[src/rtl/multiplexador_arbitrado.sv]
// multiplexador_arbitrado: registered N-channel W-bit multiplexer with valid/ready
// on every input channel and on the output. Selection is either a fixed index (p)
// or round-robin among valid channels, chosen by modo.
module multiplexador_arbitrado #(
    parameter int W = 8,
    parameter int N = 4,
    localparam int SW = $clog2(N)
) (
    input  logic            clk,
    input  logic            rst_n,
    input  logic [N*W-1:0]  a,
    input  logic [N-1:0]    v,
    output logic [N-1:0]    r,
    input  logic [SW-1:0]   p,
    input  logic            modo,
    output logic [W-1:0]    s,
    output logic            sv,
    input  logic            sr,
    output logic [SW-1:0]   sc
);

    logic [SW-1:0] ptr;
    logic [W-1:0]  chan [N];
    logic          livre;
    logic          fix_ok;
    logic          rr_ok;
    logic [SW-1:0] rr_idx;
    logic          grant;
    logic [SW-1:0] g;
    logic          load;

    // Unpack the channel bus into an indexable array.
    always_comb begin
        for (int i = 0; i < N; i++) begin
            chan[i] = a[i*W +: W];
        end
    end

    // Fixed-select grant: only an in-range index whose channel is valid.
    always_comb begin
        fix_ok = 1'b0;
        if (int'(p) < N) begin
            fix_ok = v[p];
        end
    end

    // Round-robin search starting at ptr, wrapping through N-1 back to ptr-1.
    always_comb begin
        int            idx;
        logic [SW-1:0] idx_sw;
        rr_ok  = 1'b0;
        rr_idx = '0;
        idx    = 0;
        idx_sw = '0;
        for (int k = 0; k < N; k++) begin
            idx = int'(ptr) + k;
            if (idx >= N) begin
                idx = idx - N;
            end
            idx_sw = SW'(idx);
            if (!rr_ok && v[idx_sw]) begin
                rr_ok  = 1'b1;
                rr_idx = idx_sw;
            end
        end
    end

    // Grant selection and the single ready pulse toward the granted producer.
    always_comb begin
        livre = !sv || sr;
        grant = modo ? rr_ok : fix_ok;
        g     = modo ? rr_idx : p;
        load  = livre && grant && rst_n;
        r     = '0;
        // Gated by rst_n so no producer sees ready while the block is held in reset.
        if (load) begin
            r[g] = 1'b1;
        end
    end

    // Output register: load on an input transfer, otherwise empty on drain.
    always_ff @(posedge clk or negedge rst_n) begin
        if (!rst_n) begin
            s  <= '0;
            sv <= 1'b0;
            sc <= '0;
        end else if (load) begin
            s  <= chan[g];
            sc <= g;
            sv <= 1'b1;
        end else if (sr) begin
            sv <= 1'b0;
        end
    end

    // Round-robin pointer moves past the served channel; frozen in fixed mode.
    always_ff @(posedge clk or negedge rst_n) begin
        if (!rst_n) begin
            ptr <= '0;
        end else if (load && modo) begin
            ptr <= (g == SW'(N - 1)) ? '0 : g + 1'b1;
        end
    end

endmodule

[config.mk]
export PLATFORM = sky130hd
export DESIGN_NAME = multiplexador_arbitrado
export DESIGN_NICKNAME = d
export VERILOG_FILES = /design/src/rtl/multiplexador_arbitrado.sv
export SDC_FILE = /design/constraint.sdc
export NUM_CORES = 1
export LEC_CHECK = 0
export ABC_AREA = 1
export CORE_MARGIN = 3
export CORE_UTILIZATION = 39
export CTS_BUF_LIST = sky130_fd_sc_hd__clkbuf_2
export CTS_CLUSTER_SIZE = 24
export DETAILED_ROUTE_END_ITERATION = 7
export GPL_TIMING_DRIVEN = 0
export PLACE_DENSITY = 0.77
export SLEW_MARGIN = 20
export SYNTH_ARGS = -nofsm -noshare
export SYNTH_HDL_FRONTEND = slang
export SYNTH_SLANG_ARGS = --single-unit
[constraint.sdc]
create_clock -name clk -period 2 [get_ports clk]
set_input_delay 0.4 -clock clk [delete_from_list [all_inputs] [get_ports clk]]
set_output_delay 0.4 -clock clk [all_outputs]
set_load 0.005 [all_outputs]
Word-level counts from Yosys, hierarchy flattened. Index checks and enable logic that the tools add are counted.

Bits in registers: 13. Bits of input ports: 42.

$add $sub $neg: 8. $lt $le $gt $ge: 12. Equal/unequal tests: 1. Multiplexer cells: 33. Bitwise operators: 1. Reduce and logical (&&, ||, !) cells: 13.

Operators with widths (count): $mux W2 (10); $lt A2 B3 Y1 const B (6); $bmux W8 S2 (1); $mux W8 (2); $mux W1 (13); $ge A3 B3 Y1 const B (4); $bmux W1 S2 (5); $sub A2 B1 Y2 const B (4); $logic_and A1 B1 Y1 (7); $add A2 B2 Y3 const B (2); $logic_not A1 Y1 (4); $mux W4 (1); $add A2 B1 Y3 const B (1); $ge A2 B3 Y1 const B (1); $not A2 Y3 (1); $add A2 B1 Y2 const B (1); $demux W1 S2 (1); $eq A2 B2 Y1 const B (1); $ge A2 B1 Y1 const B (1); $reduce_bool A2 Y1 (1); $logic_or A1 B1 Y1 (1).

Longest topological paths before layout. Gate-level depths: netlist (run 1).

Word-level depth: 20. Gate-level depth with buffers: 16.

Worst setup path after synthesis (run 1). Ideal clock, no wire load.

Path kind: reg-to-output. Start point: reg ptr[0]. End point: out r[3]. Data arrival time: 1643 ps. Path slack: -43 ps. Cell stages (with the launch flop): 15. Path buffers: 2. Cells stage by stage: dfrtp_1 -> buf_4 -> nand2_1 -> nand2_1 -> nand2_1 -> nand2_2 -> nor2_4 -> nand3_2 -> nand2_1 -> nand3_2 -> nand2_2 -> buf_4 -> ha_1 -> inv_1 -> nor2_1.

Cells in the longest elaborated chain, start to end: 20.

RTL lines: start, declared (RTL line 22) `logic [SW-1:0] ptr;`; start signal, assigned (RTL line 101) `ptr <= (g == SW'(N - 1)) ? '0 : g + 1'b1;`; parallel branches: the longest is 19 deep, another holds $add A2 B1 Y3; $mux W4 (*) (RTL line 76) `if (load) begin`; end, declared (RTL line 13) `output logic [N-1:0] r,`.

Mark *: on every way between the ends. The select of a mux whose other input is x is not followed.

Worst setup path after layout (run 1). Ends and elaborated chain as after synthesis.

==> results.tsv, run 1 <==
stage	metric	value	unit
outcome	status	complete, but fails checks	
outcome	failing checks	negative setup slack	
timing	Clock Skew	8.72	ps
cells_and_area	Fill cells	268	
setup_path	CP most frequent cell	nand2_4	
pwr	Power Total	0.00277	W
setup_path	buffers and inverters on the worst path	4	
cells_and_area	commonest non-fill, non-tap cell in the layout	nand2_1	
cells_and_area	fin cells	349	
yosys	largest family of logic cells by synthesized area	simple AND/OR/NAND/NOR gates	
timing	RSZ-0062 raised after global routing	true	
clocking	CTS HTree Levels	1	
floorplanning	chip height	63.8	µm
cells_and_area	most frequent cells in the layout	nand2_1 (67), clkdlybuf4s50_1 (46), inv_1 (39), nand3_1 (28), nand2_2 (21)	
setup_path	critical path fanouts, max	8	
timing	Slew @ Worst Pin	639	ps
yosys	Post-synth ARST share	100	%
grt	first-pass GRT wire length	6480	µm
drt	DRT antenna net count	0	
setup_path	top cell family by delay on the critical path	simple AND/OR/NAND/NOR gates	
yosys	Syn Nets	267	
cells_and_area	ratio of cells with drive above 1 in the final layout	28.9	%
placed_design	Final Wtd Congestion	0.871	
timing	hold slack	234	ps
placed_design	hpwl dp	2790	µm
clocking	hold_buf cts	0	
clocking	worst skew pair latency	270	ps
grt	GRT Resource Usage Total	19.5	%
clocking	clock-pin slew on the worst setup and hold paths	140	ps
placed_design	placed cell area	1930	µm²
drt	WL/cell	11.9	µm
cells_and_area	Layout Nets	349	
yosys	post-synthesis adder-cell area fraction	0.959	%
floorplanning	Starting Density	41.7	%
timing	period utilization	128	%
setup_path	kind of critical path	reg2out	
floorplanning	die span in x	63.8	µm
yosys	FF+latch count, synth	13	
floorplanning	IO Pins	57	
yosys	mux contribution to synthesized area	0	%
setup_path	Critical-path top delay cell	dfrtp_1	
grt	via count of the first global-routing pass	1492	
clocking	Max clock buf depth	2	
drt	# DRC	0	
floorplanning	# rows	20	
setup_path	cells along the critical path	buf_6 > nand2_4 > nand3_4 > nand2_4 > nor2_4 > nand3_2 > nand2_2 > nand3_4 > nand2_4 > buf_6 > ha_1 > inv_1 > nor2_1 > buf_2	
yosys	Synthesis Warnings	0	
pwr	power per cell area	1230	nW/µm²
placed_design	Placed Cells	324	
floorplanning	core area	3130	µm²
drt	DR vias	1645	
clocking	clock sinks	13	
timing	Final setup viols	11	
grt	total grt overflow	0	
timing	Slew Limit Fails	0	
timing	slack of the critical path	-555	ps
cells_and_area	P&R area growth vs syn	71.8	%
yosys	Most used DFF post-synth	dfrtp_1	
clocking	CTS root buf	clkbuf_2	
timing	Max Fclk	391	MHz
clocking	CTS tree	yes	
yosys	post-synth cell types	25	
cells_and_area	Multi-input gate area	893	µm²
yosys	post-synthesis simple-gate area fraction	51.5	%
cells_and_area	register area	327	µm²
placed_design	post-placement worst setup slack	-1290	ps
pwr	VDD IR max	0.770	mV
drt	DRT Pass-1 Iters	4	
drt	final WL	4160	µm
flow_run	max-cap viol count	0	
setup_path	critical path launch point type	flop	
cells_and_area	Antenna diodes	0	
timing	final number of hold-violating endpoints	0	
setup_path	Req. time, crit path	1600	ps
grt	antenna violations before repair	0	
grt	largest net degree at the start of global routing	15	
hold_path	HP Class	in2async	
yosys	Gate Count Post-Synth	224	
drt	initial DRC count	82	
setup_path	slowest stage delay, CP	450	ps
pwr	P_leak	1.21	nW
clocking	total CTS buffers	3	
setup_path	Crit path arrival time	2150	ps
drt	routed vias/inst	4.71	
timing	Slew HR	57.4	%
yosys	syn avg cell area	5.83	µm²
floorplanning	Die ar.	4080	µm²
yosys	Mapped Area	1310	µm²
yosys	compound-gate portion of the synthesized area	5.18	%
placed_design	IO Port Bufs	56	
setup_path	Setup crit end kind	output pin	
timing	post-layout min period	2550	ps
cells_and_area	design area	2240	µm²
yosys	sequential-to-total area share from yosys stat	24.9	%
yosys	XOR/XNOR Fraction of Synth Area	0	%
yosys	number of synthesized flops with an enable pin	0	
-- power breakdown --
| part | switching (W) | total (W) | internal (W) |
|---|---|---|---|
| combinational | 0.00111 | 0.00215 | 0.00104 |
| clock | 0.0000906 | 0.000144 | 0.0000530 |
| sequential | 0.0000875 | 0.000472 | 0.000385 |
-- stage by stage --
stage | utilization (%) | TNS, ps
floorplan | - | 0
global placement | 61.6 | -9470
detailed placement | 61.6 | -9980
CTS | 67.6 | -1820
global route | 71.7 | -4340
finish | 71.7 | -2810
-- Yosys cell counts, types with 2 or more instances --
library cell	instances	area [µm²]
nand2_2	5	31.3
nor2_2	2	12.5
a21oi_1	2	10.0
nor2_4	2	22.5
inv_2	3	11.3
nor3_1	2	10.0
buf_6	2	22.5
inv_1	43	161
or2_1	3	18.8
nand2_1	88	330
dfrtp_1	13	325
nand3_2	4	40.0
buf_4	3	22.5
o211ai_1	2	15.0
nor2_1	8	30.0
o21ai_0	2	10.0
nand3_1	32	160
-- logic make-up after synthesis --
group	count (synthesis)
adder cells (fa/ha/maj)	1
flip-flops	13
AND/OR/NAND/NOR	148
AO/OA/AOI/OAI	9
buffers and inverters	53
-- worst paths after layout --
path | startpoint | endpoint | slack [ps] | depth (start not counted)
min reg2reg | sc[1]$_DFFE_PN0P_ | sc[1]$_DFFE_PN0P_ | 500 | 2
max reg2reg | ptr[1]$_DFFE_PN0P_ | s[2]$_DFFE_PN0P_ | -230 | 19
min | rst_n | s[5]$_DFFE_PN0P_ | 230 | 1
min in group clk | sc[1]$_DFFE_PN0P_ | sc[1]$_DFFE_PN0P_ | 500 | 2
max in group asynchronous | rst_n | ptr[1]$_DFFE_PN0P_ | 1330 | 1
max | ptr[0]$_DFFE_PN0P_ | r[3] | -550 | 14
-- sequential cells by signal (all words and copies together) (netlist names) --
name  count
sv        1
s         8
sc        2
ptr       2
-- metal layers --
metal | part of all wire (%) | routed length [µm] | GRT usage [%]
met1 | 43 | 1780 | 24.6
met2 | 49 | 2050 | 34.6
met3 | 5.4 | 223 | 2.46
met4 | 2.6 | 110 | 5.12
met5 | 0 | 0 | 0
-- layout make-up --
type,count,area share (%)
flip-flops and latches,13,14.6
well taps,44,2.46
clock buffers,4,0.893
inverters,47,8.09
plain buffers,4,1.67
multi-input cells,158,39.8
repair buffers,79,32.5
-- what timing repair did --
action                                  in CTS  in global routing
gates cloned                                 1                  0
endpoints found under the setup margin      14                 14
buffers inserted                            18                  6
resized for setup                           45                 31
pin swaps                                   18                 14
No activity file was read; power rests on OpenSTA's default activity.
==> run 2, diff against run 1 <==
CORE_UTILIZATION = 44   (was 39)
PLACE_DENSITY = 0.82   (was 0.77)
clock period = 2.7 ns   (was 2 ns; I/O delays follow)
==> run 2 against run 1 <==
Against the previous run:
- the run still ends with negative setup slack left
- sequential power shrank 25%
- via count grew 4.5%
- core utilization grew 11 points
- total power shrank 21%
- clock skew shrank 2.7 ps
- register-to-register slack gained 730 ps
- critical path depth is the same
- largest power group unchanged
==> results.tsv, run 2 (synthesized netlist as in run 1, its figures left out) <==
stage	metric	value	unit
outcome	status	complete, but fails checks	
outcome	failing checks	negative setup slack	
setup_path	Critical Path Source	ptr[1]$_DFFE_PN0P_	
clocking	clock-pin slew on the worst setup and hold paths	140	ps
flow_run	max-cap viol count	0	
floorplanning	Die ar.	3660	µm²
cells_and_area	ratio of cells with drive above 1 in the final layout	30.7	%
timing	period utilization	102	%
floorplanning	# rows	19	
timing	slack of the critical path	-61.5	ps
cells_and_area	Antenna diodes	0	
clocking	CTS tree	yes	
setup_path	kind of critical path	reg2out	
setup_path	Setup crit end kind	output pin	
cells_and_area	Largest regs	s (8), ptr (2), sc (2)	
setup_path	Req. time, crit path	2160	ps
drt	DRT Pass-1 Iters	4	
clocking	clock sinks	13	
drt	initial DRC count	135	
timing	Clock Skew	6.00	ps
pwr	Power Total	0.00218	W
placed_design	Placed Cells	311	
drt	DR vias	1719	
timing	Max Fclk	362	MHz
timing	Final setup viols	2	
floorplanning	core area	2780	µm²
cells_and_area	Largest Register	s	
cells_and_area	Layout Nets	353	
clocking	CTS root buf	clkbuf_2	
cells_and_area	max FFs per register	8	
grt	first-pass GRT wire length	6470	µm
pwr	P_leak	1.25	nW
placed_design	IO Port Bufs	56	
floorplanning	die span in x	60.5	µm
cells_and_area	commonest non-fill, non-tap cell in the layout	nand2_1	
timing	Slew HR	71.9	%
cells_and_area	post-layout util	82.5	%
cells_and_area	P&R area growth vs syn	75.9	%
timing	post-layout min period	2760	ps
grt	GR Layer Usage met2	41.5	%
hold_path	HP Class	in2async	
grt	GRT met1 Usage	29.0	%
placed_design	post-placement worst setup slack	-813	ps
setup_path	critical path launch point type	flop	
drt	DRT antenna net count	0	
grt	total grt overflow	0	
grt	antenna violations before repair	0	
floorplanning	Starting Density	46.9	%
drt	final WL	4850	µm
timing	RSZ-0062 raised after global routing	true	
drt	# DRC	0	
grt	Top Usage Layer GRT	met2	
timing	Slew @ Worst Pin	421	ps
cells_and_area	fin cells	340	
grt	met3 GRT Util	4.04	%
pwr	VDD IR max	1.10	mV
floorplanning	chip height	60.5	µm
timing	final number of hold-violating endpoints	0	
cells_and_area	most frequent cells in the layout	nand2_1 (68), clkdlybuf4s50_1 (44), inv_1 (36), nand3_1 (30), buf_4 (21)	
clocking	CTS HTree Levels	1	
setup_path	Crit path arrival time	2220	ps
grt	largest net degree at the start of global routing	15	
timing	Slew Limit Fails	0	
clocking	Max clock buf depth	2	
setup_path	critical path fanouts, max	4	
clocking	worst skew pair latency	290	ps
setup_path	R2R Path Start	ptr[0]$_DFFE_PN0P_	
placed_design	hpwl dp	2870	µm
floorplanning	IO Pins	57	
drt	routed vias/inst	5.06	
pwr	power per cell area	949	nW/µm²
grt	via count of the first global-routing pass	1519	
placed_design	Final Wtd Congestion	0.910	
grt	GRT Resource Usage Total	23.3	%
drt	WL/cell	14.3	µm
timing	post-route setup TNS	-104	ps
clocking	total CTS buffers	3	
## run 2: per-stage QoR
stage | hold slack [ps] | area [µm²]
global route | 236 | 2300
global placement | 465 | 1900
detailed placement | 476 | 1900
floorplan | 244 | 1310
CTS | 248 | 2110
finish | 221 | 2300
## run 2: cell type report
cell class                      instances  area [µm²]
Clock buffer                            4        20.0
Multi-Input combinational cell        158         922
Tap cell                               31        38.8
Fill cell                             190         485
Sequential cell                        13         325
Inverter                               47         184
Timing Repair Buffer                   81         746
Buffer                                  6        60.1
## run 2: layer usage
metal  part of all wire [%]  up-vias
li1                       -      850
met1                     40      777
met2                     51       74
met3                    5.6       18
met4                    3.5        0
met5                      0        -
## run 2: path summary, 6_finish.rpt
kind / slack (ps) / cells past startpoint / endpoint
max in group asynchronous: 2210 / 1 / s[0]$_DFFE_PN0P_
min: 220 / 1 / s[1]$_DFFE_PN0P_
min in group clk: 510 / 2 / sc[1]$_DFFE_PN0P_
max reg2reg: 500 / 16 / s[4]$_DFFE_PN0P_
max: -60 / 14 / r[3]
min reg2reg: 510 / 2 / sc[1]$_DFFE_PN0P_
## run 2: repair_timing
action / in CTS / in global routing
setup endpoints to repair: 4 / 4
hold endpoints to repair: 0 / 0
pin swaps: 14 / 27
gates resized for setup: 43 / 44
hold buffers: 0 / 0
buffers inserted: 16 / 9
## run 2: critical path: stages (launching register included)
cell and delay (ps):
dfrtp_1 450, buf_6 140, buf_4 140, nand3_4 90, nand2_4 70, nor2_4 130
nand3_2 120, nand2_2 100, nand3_4 90, nand2_4 90, buf_6 120, ha_4 130
inv_2 30, nor2_1 90, buf_2 120
## run 2: where the power goes
group          internal, W  switching, W
logic             0.000809      0.000905
registers         0.000284     0.0000688
clock network    0.0000393     0.0000723
total              0.00113       0.00105
